**src/rtl/axi4_lite_master_bridge.sv**
```systemverilog
// ---------------------------------------------------------------------------
// axi4_lite_master_bridge
//
// Turns a simple valid/ready command interface into single AXI4-Lite
// transactions, one at a time, and returns the slave's answer on a
// valid/ready response interface. A saturating wait counter raises a sticky
// err_timeout flag when the slave takes too long. The bridge keeps waiting
// after a timeout, so the AXI protocol is never broken.
//
// Ports
//   aclk, areset            : clock, asynchronous active-high reset
//   cmd_valid/cmd_ready     : command handshake (ready only when idle)
//   cmd_write/addr/wdata/wstrb : command payload, captured at handshake
//   rsp_valid/rsp_ready     : response handshake
//   rsp_rdata/resp/write    : read data (0 on writes), BRESP/RRESP, type echo
//   M_AXI_AW*/W*/B*/AR*/R*  : AXI4-Lite master channels
//   err_timeout             : sticky timeout flag, cleared on next command
// ---------------------------------------------------------------------------
module axi4_lite_master_bridge #(
  parameter logic [15:0] TIMEOUT = 16'd1024,
  parameter logic [2:0]  PROT    = 3'b000
) (
  input  logic        aclk,
  input  logic        areset,
  input  logic        cmd_valid,
  output logic        cmd_ready,
  input  logic        cmd_write,
  input  logic [31:0] cmd_addr,
  input  logic [31:0] cmd_wdata,
  input  logic [3:0]  cmd_wstrb,
  output logic        rsp_valid,
  input  logic        rsp_ready,
  output logic [31:0] rsp_rdata,
  output logic [1:0]  rsp_resp,
  output logic        rsp_write,
  output logic [31:0] M_AXI_AWADDR,
  output logic [2:0]  M_AXI_AWPROT,
  output logic        M_AXI_AWVALID,
  input  logic        M_AXI_AWREADY,
  output logic [31:0] M_AXI_WDATA,
  output logic [3:0]  M_AXI_WSTRB,
  output logic        M_AXI_WVALID,
  input  logic        M_AXI_WREADY,
  input  logic [1:0]  M_AXI_BRESP,
  input  logic        M_AXI_BVALID,
  output logic        M_AXI_BREADY,
  output logic [31:0] M_AXI_ARADDR,
  output logic [2:0]  M_AXI_ARPROT,
  output logic        M_AXI_ARVALID,
  input  logic        M_AXI_ARREADY,
  input  logic [31:0] M_AXI_RDATA,
  input  logic [1:0]  M_AXI_RRESP,
  input  logic        M_AXI_RVALID,
  output logic        M_AXI_RREADY,
  output logic        err_timeout
);

  typedef enum logic [2:0] {
    IDLE, WADDR_DATA, WRESP, RADDR, RDATA, RSP
  } state_t;

  state_t      state_q, state_d;
  logic [31:0] addr_q, addr_d;
  logic [31:0] wdata_q, wdata_d;
  logic [3:0]  wstrb_q, wstrb_d;
  logic        write_q, write_d;
  logic        aw_done_q, aw_done_d;
  logic        w_done_q, w_done_d;
  logic [31:0] rdata_q, rdata_d;
  logic [1:0]  resp_q, resp_d;
  logic [15:0] cnt_q, cnt_d;
  logic        err_q, err_d;

  logic aw_hs, w_hs, waiting;

  // All VALID/READY outputs are decoded from registered state only, so no
  // VALID can ever depend combinationally on a READY input.
  assign cmd_ready     = (state_q == IDLE);
  assign rsp_valid     = (state_q == RSP);
  assign M_AXI_AWVALID = (state_q == WADDR_DATA) && !aw_done_q;
  assign M_AXI_WVALID  = (state_q == WADDR_DATA) && !w_done_q;
  assign M_AXI_BREADY  = (state_q == WRESP);
  assign M_AXI_ARVALID = (state_q == RADDR);
  assign M_AXI_RREADY  = (state_q == RDATA);

  assign M_AXI_AWADDR  = addr_q;
  assign M_AXI_ARADDR  = addr_q;
  assign M_AXI_WDATA   = wdata_q;
  assign M_AXI_WSTRB   = wstrb_q;
  assign M_AXI_AWPROT  = PROT;
  assign M_AXI_ARPROT  = PROT;

  assign rsp_rdata     = rdata_q;
  assign rsp_resp      = resp_q;
  assign rsp_write     = write_q;
  assign err_timeout   = err_q;

  assign aw_hs   = M_AXI_AWVALID && M_AXI_AWREADY;
  assign w_hs    = M_AXI_WVALID && M_AXI_WREADY;
  assign waiting = (state_q == WADDR_DATA) || (state_q == WRESP) ||
                   (state_q == RADDR) || (state_q == RDATA);

  // Next-state logic. AW and W complete independently; the done flags
  // remember which half has already handshaked so its VALID drops.
  always_comb begin
    state_d   = state_q;
    addr_d    = addr_q;
    wdata_d   = wdata_q;
    wstrb_d   = wstrb_q;
    write_d   = write_q;
    aw_done_d = aw_done_q;
    w_done_d  = w_done_q;
    rdata_d   = rdata_q;
    resp_d    = resp_q;
    cnt_d     = cnt_q;
    err_d     = err_q;

    case (state_q)
      IDLE: begin
        if (cmd_valid) begin
          addr_d    = cmd_addr;
          wdata_d   = cmd_wdata;
          wstrb_d   = cmd_wstrb;
          write_d   = cmd_write;
          aw_done_d = 1'b0;
          w_done_d  = 1'b0;
          cnt_d     = 16'd0;
          err_d     = 1'b0;
          state_d   = cmd_write ? WADDR_DATA : RADDR;
        end
      end
      WADDR_DATA: begin
        if (aw_hs) aw_done_d = 1'b1;
        if (w_hs)  w_done_d  = 1'b1;
        if ((aw_done_q || aw_hs) && (w_done_q || w_hs)) state_d = WRESP;
      end
      WRESP: begin
        if (M_AXI_BVALID) begin
          resp_d  = M_AXI_BRESP;
          rdata_d = 32'd0;
          state_d = RSP;
        end
      end
      RADDR: begin
        if (M_AXI_ARREADY) state_d = RDATA;
      end
      RDATA: begin
        if (M_AXI_RVALID) begin
          resp_d  = M_AXI_RRESP;
          rdata_d = M_AXI_RDATA;
          state_d = RSP;
        end
      end
      RSP: begin
        if (rsp_ready) state_d = IDLE;
      end
      default: state_d = IDLE;
    endcase

    // Saturating wait counter; the flag is raised on the same edge the
    // counter reaches the limit.
    if (waiting) begin
      if (cnt_q != 16'hFFFF) cnt_d = cnt_q + 16'd1;
      if (cnt_d >= TIMEOUT) err_d = 1'b1;
    end
  end

  always_ff @(posedge aclk or posedge areset) begin
    if (areset) begin
      state_q   <= IDLE;
      addr_q    <= 32'd0;
      wdata_q   <= 32'd0;
      wstrb_q   <= 4'd0;
      write_q   <= 1'b0;
      aw_done_q <= 1'b0;
      w_done_q  <= 1'b0;
      rdata_q   <= 32'd0;
      resp_q    <= 2'd0;
      cnt_q     <= 16'd0;
      err_q     <= 1'b0;
    end else begin
      state_q   <= state_d;
      addr_q    <= addr_d;
      wdata_q   <= wdata_d;
      wstrb_q   <= wstrb_d;
      write_q   <= write_d;
      aw_done_q <= aw_done_d;
      w_done_q  <= w_done_d;
      rdata_q   <= rdata_d;
      resp_q    <= resp_d;
      cnt_q     <= cnt_d;
      err_q     <= err_d;
    end
  end

endmodule

```
**config.mk**
```make
export PLATFORM = sky130hd
export DESIGN_NAME = axi4_lite_master_bridge
export DESIGN_NICKNAME = d
export VERILOG_FILES = /design/src/rtl/axi4_lite_master_bridge.sv
export SDC_FILE = /design/constraint.sdc
export NUM_CORES = 1
export LEC_CHECK = 0
export ABC_AREA = 0
export CAP_MARGIN = 10
export CORE_MARGIN = 1
export CORE_UTILIZATION = 25
export DETAILED_ROUTE_END_ITERATION = 10
export PLACE_DENSITY = 0.55
export SLEW_MARGIN = 30
export SYNTH_ARGS = -nofsm -noshare
export SYNTH_HDL_FRONTEND = slang
export SYNTH_SLANG_ARGS = --single-unit
```
**constraint.sdc**
```tcl
create_clock -name aclk -period 10.8 [get_ports aclk]
set_input_delay 2.16 -clock aclk [delete_from_list [all_inputs] [get_ports aclk]]
set_output_delay 2.16 -clock aclk [all_outputs]
set_load 0.03 [all_outputs]
```
==> results of run 1 <==
==> stage by stage <==
stage / utilization [%] / setup WS [ns] / std cells / hold slack [ns]
floorplan: - / 5.312 / 646 / 0.4505
detailed placement: 37.38 / 6.107 / 1114 / 0.4610
global route: 40.18 / 5.847 / 1146 / 0.4947
CTS: 40.18 / 5.932 / 1146 / 0.4770
global placement: 37.35 / 6.128 / 1114 / 0.4566
finish: 40.18 / 5.988 / 1146 / 0.4716
==> kinds of logic (layout without fill, tap and decap cells) <==
logic type      Yosys count  in the layout  share of synthesized area (%)
flops                   125            125                          55.46
mux                       7              7                          1.309
other cells               1              6                        0.06648
fa+ha+maj                 1              1                         0.2218
simple gates            348            348                          25.73
buf+inv                  79            299                          8.052
compound gates           70             70                          7.609
xor+xnor                 10             10                          1.553
==> worst max-delay path, stage by stage (launching register included) <==
cell and delay (ns):
dfrtp_1 0.64, or3b_2 0.54, nor2_1 0.31, clkdlybuf4s50_1 0.76
==> metal layers <==
layer  global-route usage [%]  vias up  routed length [microns]
met4                    4.227        0                      165
met2                    22.58      217                     7073
li1                         -     2440                        -
met1                    18.54     2234                     7013
met3                    6.456       15                     1983
met5                        0        -                        0
==> worst paths after layout <==
path	endpoint	slack, ns	startpoint
hold / removal	M_AXI_WDATA[1]	0.47	M_AXI_WDATA[1]
setup / recovery	M_AXI_AWVALID	5.99	state_q[0]
hold reg to reg	M_AXI_WDATA[1]	0.47	M_AXI_WDATA[1]
setup reg to reg	err_timeout	8.25	state_q[0]
max in group asynchronous	cnt_q[15]	7.18	areset
min in group asynchronous	M_AXI_ARADDR[9]	2.27	areset
==> synthesized netlist by cell type, types with 2 or more instances <==
master,instances,area [sq um]
or3_1,2,12.51
mux2i_1,4,40.04
buf_1,7,26.28
nor3_1,5,25.02
nand4_1,4,25.02
dfrtp_1,125,3128
a22o_1,5,43.79
nand2_1,290,1089
o211ai_1,2,15.01
o21ai_0,45,225.2
or2_2,2,12.51
nand3_1,6,30.03
nor4_1,6,37.54
or4_1,2,15.01
nor2_1,17,63.81
xor2_1,4,35.03
buf_2,9,45.04
inv_1,6,22.52
buf_4,39,292.8
xnor2_1,6,52.55
a21oi_1,6,30.03
nor3b_1,2,15.01
clkbuf_1,18,67.56
mux2_2,3,33.78
nor2b_1,2,12.51
==> power by group through the flow <==
stage	registers (mW)	clock network (mW)	logic [mW]
detailed placement	0.807	0	1.44
floorplan	1.10	0	0.592
finish	0.800	0.601	1.42
global placement	0.803	0	1.43
CTS	0.804	0.623	1.44
global route	0.832	0.644	1.53
==> flip-flops by register name, summed over array words and instances (netlist names), 2 cells and up <==
register	flops
M_AXI_WDATA	32
M_AXI_WSTRB	4
state_q	3
rsp_rdata	32
rsp_resp	2
cnt_q	16
M_AXI_ARADDR	32
==> area by class of cell <==
cell class	instances	share of cell area [%]
tap	280	3.971
timing repair buffer	261	29.47
clock buffer	18	4.865
multi-input combinational	442	23.87
sequential	125	35.46
inverter	6	0.2836
clock inverter	14	2.085
==> results.txt, run 1 <==
CTS buffer count: 17
commonest non-fill, non-tap cell in the layout: nand2_1
max-cap violations: 0
area delta synth->final: 56.41%
failing checks: DRC
Die Y: 152.2 microns
Fin Setup TNS: 0 ns
Post-Syn Instances: 641
Via density: 4.281
initial antenna violation count: 0
leakage power: 3.918 nW
synthesized cell area: 5640 sq um
Final Skew: 0.007156 ns
Resize count post-CTS: 0
Die Footprint: 23,170 sq um
async set-reset flop share out of synthesis: 100.0%
Diodes inserted: 0
sequential fraction of the synthesis area: 55.46%
RSZ-0062 raised after global routing: no
crit path launch type: flop
Die Width: 152.2 microns
Unique masters post-synth: 49
f_max: 207.8 MHz
Tot Pwr: 2.825 mW
average cell area after synthesis: 8.799 sq um
WL per Instance: 14.17 microns
Hold Path Class: reg -> reg
crit path capture type: primary output
GP Congestion: 0.7338
Final period util: 44.55%
max_slew headroom: 38.48%
row cnt: 54
CTS H-Tree Depth: 4
CTS Root Cell: clkbuf_16
pin count of the biggest net entering global routing: 84
Pre-Repair DR Iteration Count: 7
clk slew on worst S/H paths: 0.07 ns
FF/Latch Area: 3128 sq um
Final Instance Area: 8822 sq um
sw power: 1.236 mW
kind of critical path: reg -> out
core area: 21,960 sq um
starting density of the core: 25.69%
# fillers: 2,219
clock latency on the worst-skew pair: 0.41 ns
clock power share: 21.3%
Vias: 4,906
hold buffer count at CTS: 0
GR Util All Layers: 14.67%
VDD IR-drop max: 0.0001120 V
R2R cell count: 6
Final setup viols: 0
Switching Fraction: 43.76%
Max Buffers Root-to-Sink: 2
final hold vios: 0
Port Buffers: 256
Post-CTS Setup Inserts: 0
most frequent cells in the layout: nand2_1 (289), clkdlybuf4s50_1 (256), dfrtp_1 (125)
area of the multi-input gates: 2106 sq um
status: complete, but fails checks
vias in the first global route: 4,836
num ports: 263
pwr dens: 320.3 nW/um^2
Post-synth EDFFs: 0
top_reg_cell synth: dfrtp_1
Worst-Margin Slew: 0.9197 ns
total wire length: 16,240 microns
Hold Path Stages: 2
Worst Path Arrival: 2.65 ns
Starting DRT DRC Count: 177
count of pins over their slew limit: 0
CTS tree: done
CTS sink cnt: 125
Cell Area, Placed: 8209 sq um
HPWL Detailed: 10,970 microns
share of cells above drive strength 1: 6.236%
Logic pwr share: 50.4%
post-route ant nets: 0
first-pass GRT wire length: 26,850 microns
crit path max fanout: 15
# DRC: 28
WP data required: 8.64 ns
Yosys reg bits: 125
sequential power share: 28.3%
total gr overflow: 0
final-stage net count: 968
synth warn: 0
clock period minus worst slack: 4.812 ns
Int Power: 1.589 mW
(Power assumes the default switching activity.)
==> run 2, diff against run 1 <==
- clock period: 10.8 -> 5.01 ns (I/O delays scaled with it)
==> results.txt, run 2 (same netlist as run 1, synthesis figures left out) <==
status: complete, but fails checks (unchanged)
failing checks: DRC (unchanged)
crit path max fanout: 15 (unchanged)
Cell Area, Placed: 8263 sq um (was 8209 sq um)
worst slack, placed: 1.757 ns (was 6.107 ns)
CTS sink cnt: 125 (unchanged)
pin count of the biggest net entering global routing: 68 (was 84)
clock latency on the worst-skew pair: 0.41 ns (about the same)
Vias: 4,926 (was 4,906)
final-stage net count: 974 (was 968)
Diodes inserted: 0 (unchanged)
count of pins over their slew limit: 0 (unchanged)
num ports: 263 (unchanged)
placed cell count: 1,120 (was 1,114)
WL per Instance: 14.29 microns (was 14.17 microns)
pwr dens: 691.1 nW/um^2 (was 320.3 nW/um^2)
Final Skew: 0.01136 ns (was 0.007156 ns)
CTS H-Tree Depth: 4 (unchanged)
RSZ-0062 raised after global routing: no (unchanged)
f_max: 273.3 MHz
Post-CTS Setup Inserts: 0 (unchanged)
max_slew headroom: 38.57% (was 38.48%)
Max Buffers Root-to-Sink: 2 (unchanged)
final std cells w/o fill: 1,152 (was 1,146)
post-route ant nets: 0 (unchanged)
initial antenna violation count: 0 (unchanged)
Fin Setup TNS: 0 ns (unchanged)
Via density: 4.276 (was 4.281)
core area: 21,960 sq um (unchanged)
Worst path max stage delay: 0.76 ns (about the same)
Port Buffers: 256 (unchanged)
CTS buffer count: 17 (unchanged)
HPWL Detailed: 11,620 microns (was 10,970 microns)
CTS tree: done (unchanged)
share of cells above drive strength 1: 6.766% (was 6.236%)
row cnt: 54 (unchanged)
GP Congestion: 0.7470 (was 0.7338)
clk slew on worst S/H paths: 0.06 ns (was 0.07 ns)
total wire length: 16,470 microns (was 16,240 microns)
leakage power: 3.958 nW (was 3.918 nW)
final setup margin: 1.352 ns (was 5.988 ns)
GR Util All Layers: 14.62% (was 14.67%)
Hold Path Class: reg -> reg (unchanged)
Worst-Margin Slew: 0.9183 ns (was 0.9197 ns)
starting density of the core: 25.69% (unchanged)
most frequent cells in the layout: nand2_1 (289), clkdlybuf4s50_1 (256), dfrtp_1 (125) (unchanged)
vias in the first global route: 4,897 (was 4,836)
final hold vios: 0 (unchanged)
Die Footprint: 23,170 sq um (unchanged)
Starting DRT DRC Count: 190 (was 177)
VDD IR-drop max: 0.0002549 V (was 0.0001120 V)
total gr overflow: 0 (unchanged)
max-cap violations: 0 (unchanged)
Worst Path Arrival: 2.66 ns (was 2.65 ns)
commonest non-fill, non-tap cell in the layout: nand2_1 (unchanged)
clock period minus worst slack: 3.658 ns
Die Width: 152.2 microns (unchanged)
crit path launch type: flop (unchanged)
Die Y: 152.2 microns (unchanged)
Pre-Repair DR Iteration Count: 8 (was 7)
kind of critical path: reg -> out (unchanged)
Final period util: 73.02%
Final setup viols: 0 (unchanged)
hold buffer count at CTS: 0 (unchanged)
first-pass GRT wire length: 26,840 microns (was 26,850 microns)
CTS Root Cell: clkbuf_16 (unchanged)
area delta synth->final: 57.52% (was 56.41%)
crit path capture type: primary output (unchanged)
crit-path cells: or3b_2 > nor2_1 > clkdlybuf4s50_1 (unchanged)
critical-path cell with the highest stage delay: clkdlybuf4s50_1 (unchanged)
Final Instance Area: 8885 sq um (was 8822 sq um)
WP data required: 4.01 ns (was 8.64 ns)
# DRC: 28 (unchanged)
Resize count post-CTS: 0 (unchanged)
## run 2: changes by cell type in the layout (fill, tap and decap cells not counted), moves of 2 or more
cell and change:
clkinvlp_4 -2, inv_6 +4, buf_4 +4, inv_8 -2
## run 2: critical path: cells and delay by family (launching register included)
kind / cells / cell delay [ns]
simple gates: 2 / 0.84
buf+inv: 1 / 0.76
flops: 1 / 0.65
## run 2: cell type report
class                      instances  area (sq um)
clock buffer                      19         442.9
multi-input combinational        442          2098
timing repair buffer             267          2661
clock inverter                    13         176.4
inverter                           6         27.53
fill                            2173         13070
tap                              280         350.3
sequential                       125          3128
## run 2: final timing paths
path / cells after the start / slack [ns] / to / start
worst max-delay path: 3 / 1.35 / M_AXI_AWVALID / state_q[0]
worst min-delay path: 2 / 0.47 / M_AXI_WDATA[9] / M_AXI_WDATA[9]
worst max register to register: 5 / 2.59 / cnt_q[13] / state_q[0]
worst min register to register: 2 / 0.47 / M_AXI_WDATA[9] / M_AXI_WDATA[9]
max in group asynchronous: 3 / 3.13 / M_AXI_WDATA[26] / areset
min in group asynchronous: 2 / 1.06 / M_AXI_ARADDR[9] / areset
## run 2: per-stage QoR
step	utilization, %	hold WS, ns	total power, mW
after global routing	40.46	0.4977	6.493
final	40.46	0.4705	6.140
after floorplan	-	0.4505	3.652
after CTS	40.45	0.4764	6.224
after global placement	37.58	0.4571	4.845
after detailed placement	37.63	0.4612	4.875
## run 2: where the power goes
| group | total [mW] | leakage (nW) | switching, mW | internal, mW |
|---|---|---|---|---|
| logic | 3.11 | 2.04 | 1.87 | 1.24 |
| clock network | 1.31 | 0.300 | 0.500 | 0.810 |
| registers | 1.72 | 1.62 | 0.309 | 1.41 |
## run 2: layer usage
metal	GRT usage (%)	share of wire, %
met1	17.70	42
met2	22.89	44
met3	6.883	13
met4	4.713	1.1
met5	0	0
==> run 3, diff against run 2 <==
- clock period: 5.01 -> 3.54 ns (I/O delays scaled with it)
==> results.txt, run 3 (same netlist as run 1, synthesis figures left out) <==
crit path capture type: primary output (unchanged)
# DRC: 28 (unchanged)
clk slew on worst S/H paths: 0.06 ns (about the same)
Max Buffers Root-to-Sink: 2 (unchanged)
Logic pwr share: 50.7% (was 50.6%)
Vias: 4,931 (was 4,926)
Tot Pwr: 8.718 mW (was 6.140 mW)
first-pass GRT wire length: 26,980 microns (was 26,840 microns)
status: complete, but fails checks (unchanged)
final setup margin: 0.3530 ns (was 1.352 ns)
max_slew headroom: 54.79% (was 38.57%)
count of pins over their slew limit: 0 (unchanged)
Int Power: 4.961 mW (was 3.464 mW)
clock power share: 21.9% (was 21.3%)
total gr overflow: 0 (unchanged)
starting density of the core: 25.69% (unchanged)
total wire length: 16,230 microns (was 16,470 microns)
worst slack, placed: 0.7771 ns (was 1.757 ns)
Starting DRT DRC Count: 214 (was 190)
crit path launch type: flop (unchanged)
core area: 21,960 sq um (unchanged)
pin count of the biggest net entering global routing: 69 (was 68)
row cnt: 54 (unchanged)
Cell Area, Placed: 8278 sq um (was 8263 sq um)
CTS sink cnt: 125 (unchanged)
WL per Instance: 14.10 microns (was 14.29 microns)
Port Buffers: 256 (unchanged)
VDD IR-drop max: 0.0004457 V (was 0.0002549 V)
HPWL Detailed: 11,360 microns (was 11,620 microns)
CTS tree: done (unchanged)
Final setup viols: 0 (unchanged)
f_max: 313.8 MHz
crit path max fanout: 12 (was 15)
GP Congestion: 0.7399 (was 0.7470)
Die Y: 152.2 microns (unchanged)
Fin Setup TNS: 0 ns (unchanged)
post-route ant nets: 0 (unchanged)
FF-to-FF setup slack: 1.27 ns (was 2.59 ns)
area delta synth->final: 58.19% (was 57.52%)
Die Footprint: 23,170 sq um (unchanged)
Final Skew: 0.01092 ns (was 0.01136 ns)
Die Width: 152.2 microns (unchanged)
most frequent cells in the layout: nand2_1 (289), clkdlybuf4s50_1 (256), dfrtp_1 (125) (unchanged)
commonest non-fill, non-tap cell in the layout: nand2_1 (unchanged)
failing checks: DRC (unchanged)
Diodes inserted: 0 (unchanged)
CTS Root Cell: clkbuf_16 (unchanged)
clock latency on the worst-skew pair: 0.41 ns (about the same)
kind of critical path: reg -> out (unchanged)
CTS buffer count: 17 (unchanged)
num ports: 263 (unchanged)
final-stage net count: 973 (was 974)
WP data required: 2.83 ns (was 4.01 ns)
# fillers: 2,187 (was 2,173)
final std cells w/o fill: 1,151 (was 1,152)
CTS H-Tree Depth: 4 (unchanged)
Post-CTS Setup Inserts: 0 (unchanged)
initial antenna violation count: 0 (unchanged)
pwr dens: 977.2 nW/um^2 (was 691.1 nW/um^2)
Pre-Repair DR Iteration Count: 9 (was 8)
max-cap violations: 0 (unchanged)
sw power: 3.758 mW (was 2.676 mW)
Hold Path Class: reg -> reg (unchanged)
GR Util All Layers: 14.59% (was 14.62%)
hold buffer count at CTS: 0 (unchanged)
Switching Fraction: 43.10% (was 43.58%)
clock period minus worst slack: 3.187 ns
Via density: 4.284 (was 4.276)
Final Instance Area: 8922 sq um (was 8885 sq um)
share of cells above drive strength 1: 6.774% (was 6.766%)
Worst-Margin Slew: 0.6768 ns (was 0.9183 ns)
RSZ-0062 raised after global routing: no (unchanged)
vias in the first global route: 5,005 (was 4,897)
sequential power share: 27.4% (was 28.0%)
Resize count post-CTS: 0 (unchanged)
final hold vios: 0 (unchanged)
placed cell count: 1,119 (was 1,120)
Final period util: 90.03%
leakage power: 3.962 nW (was 3.958 nW)
Worst Path Arrival: 2.48 ns (was 2.66 ns)
==> run 3: changes by cell type in the layout (fill, tap and decap cells not counted), sizes merged <==
cell / change
buf: -1
bufinv: +1
clkbuf: -1
clkinv: +1
clkinvlp: +2
inv: -3
==> run 3: worst paths after layout <==
| kind | start | endpoint | cells past startpoint |
|---|---|---|---|
| worst max-delay path | state_q[1] | M_AXI_AWVALID | 3 |
| worst min-delay path | M_AXI_WDATA[21] | M_AXI_WDATA[21] | 2 |
| worst max register to register | cnt_q[0] | cnt_q[11] | 6 |
| worst min register to register | M_AXI_WDATA[21] | M_AXI_WDATA[21] | 2 |
| max in group asynchronous | areset | M_AXI_ARADDR[23] | 3 |
| min in group asynchronous | areset | M_AXI_WDATA[23] | 2 |
==> run 3: power by group through the flow <==
stage / Clock (mW) / Combinational [mW] / Sequential (mW)
after floorplan: 0 / 1.81 / 3.36
after global placement: 0 / 4.45 / 2.40
after detailed placement: 0 / 4.47 / 2.41
after CTS: 1.97 / 4.48 / 2.39
after global routing: 2.03 / 4.76 / 2.48
final: 1.91 / 4.42 / 2.39
==> run 3: cell type report <==
class	instances	area [sq um]	share of cell area, %
clock buffers	18	429.2	4.810
clock inverters	14	207.7	2.328
inverters	6	26.28	0.2945
multi-input cells	442	2106	23.60
flip-flops and latches	125	3128	35.06
well taps	280	350.3	3.927
repair buffers	266	2675	29.98
==> run 3: per-layer routing <==
metal	GRT usage (%)	up-vias	routed length, microns
met5	0	-	0
met4	3.693	0	121
met3	6.968	6	1862
met2	23.41	208	7465
met1	17.51	2260	6774
li1	-	2457	-
==> run 3: through the flow <==
stage | hold WS (ns) | utilization, %
after detailed placement | 0.4613 | 37.70
after global placement | 0.4571 | 37.70
final | 0.4694 | 40.63
after global routing | 0.4962 | 40.63
after CTS | 0.4756 | 40.60
after floorplan | 0.4505 | -
==> run 3: critical path, stage by stage (launching register included) <==
cell and delay, ns:
dfrtp_1 0.53, or3b_2 0.56, nor2_1 0.25, clkdlybuf4s50_1 0.74
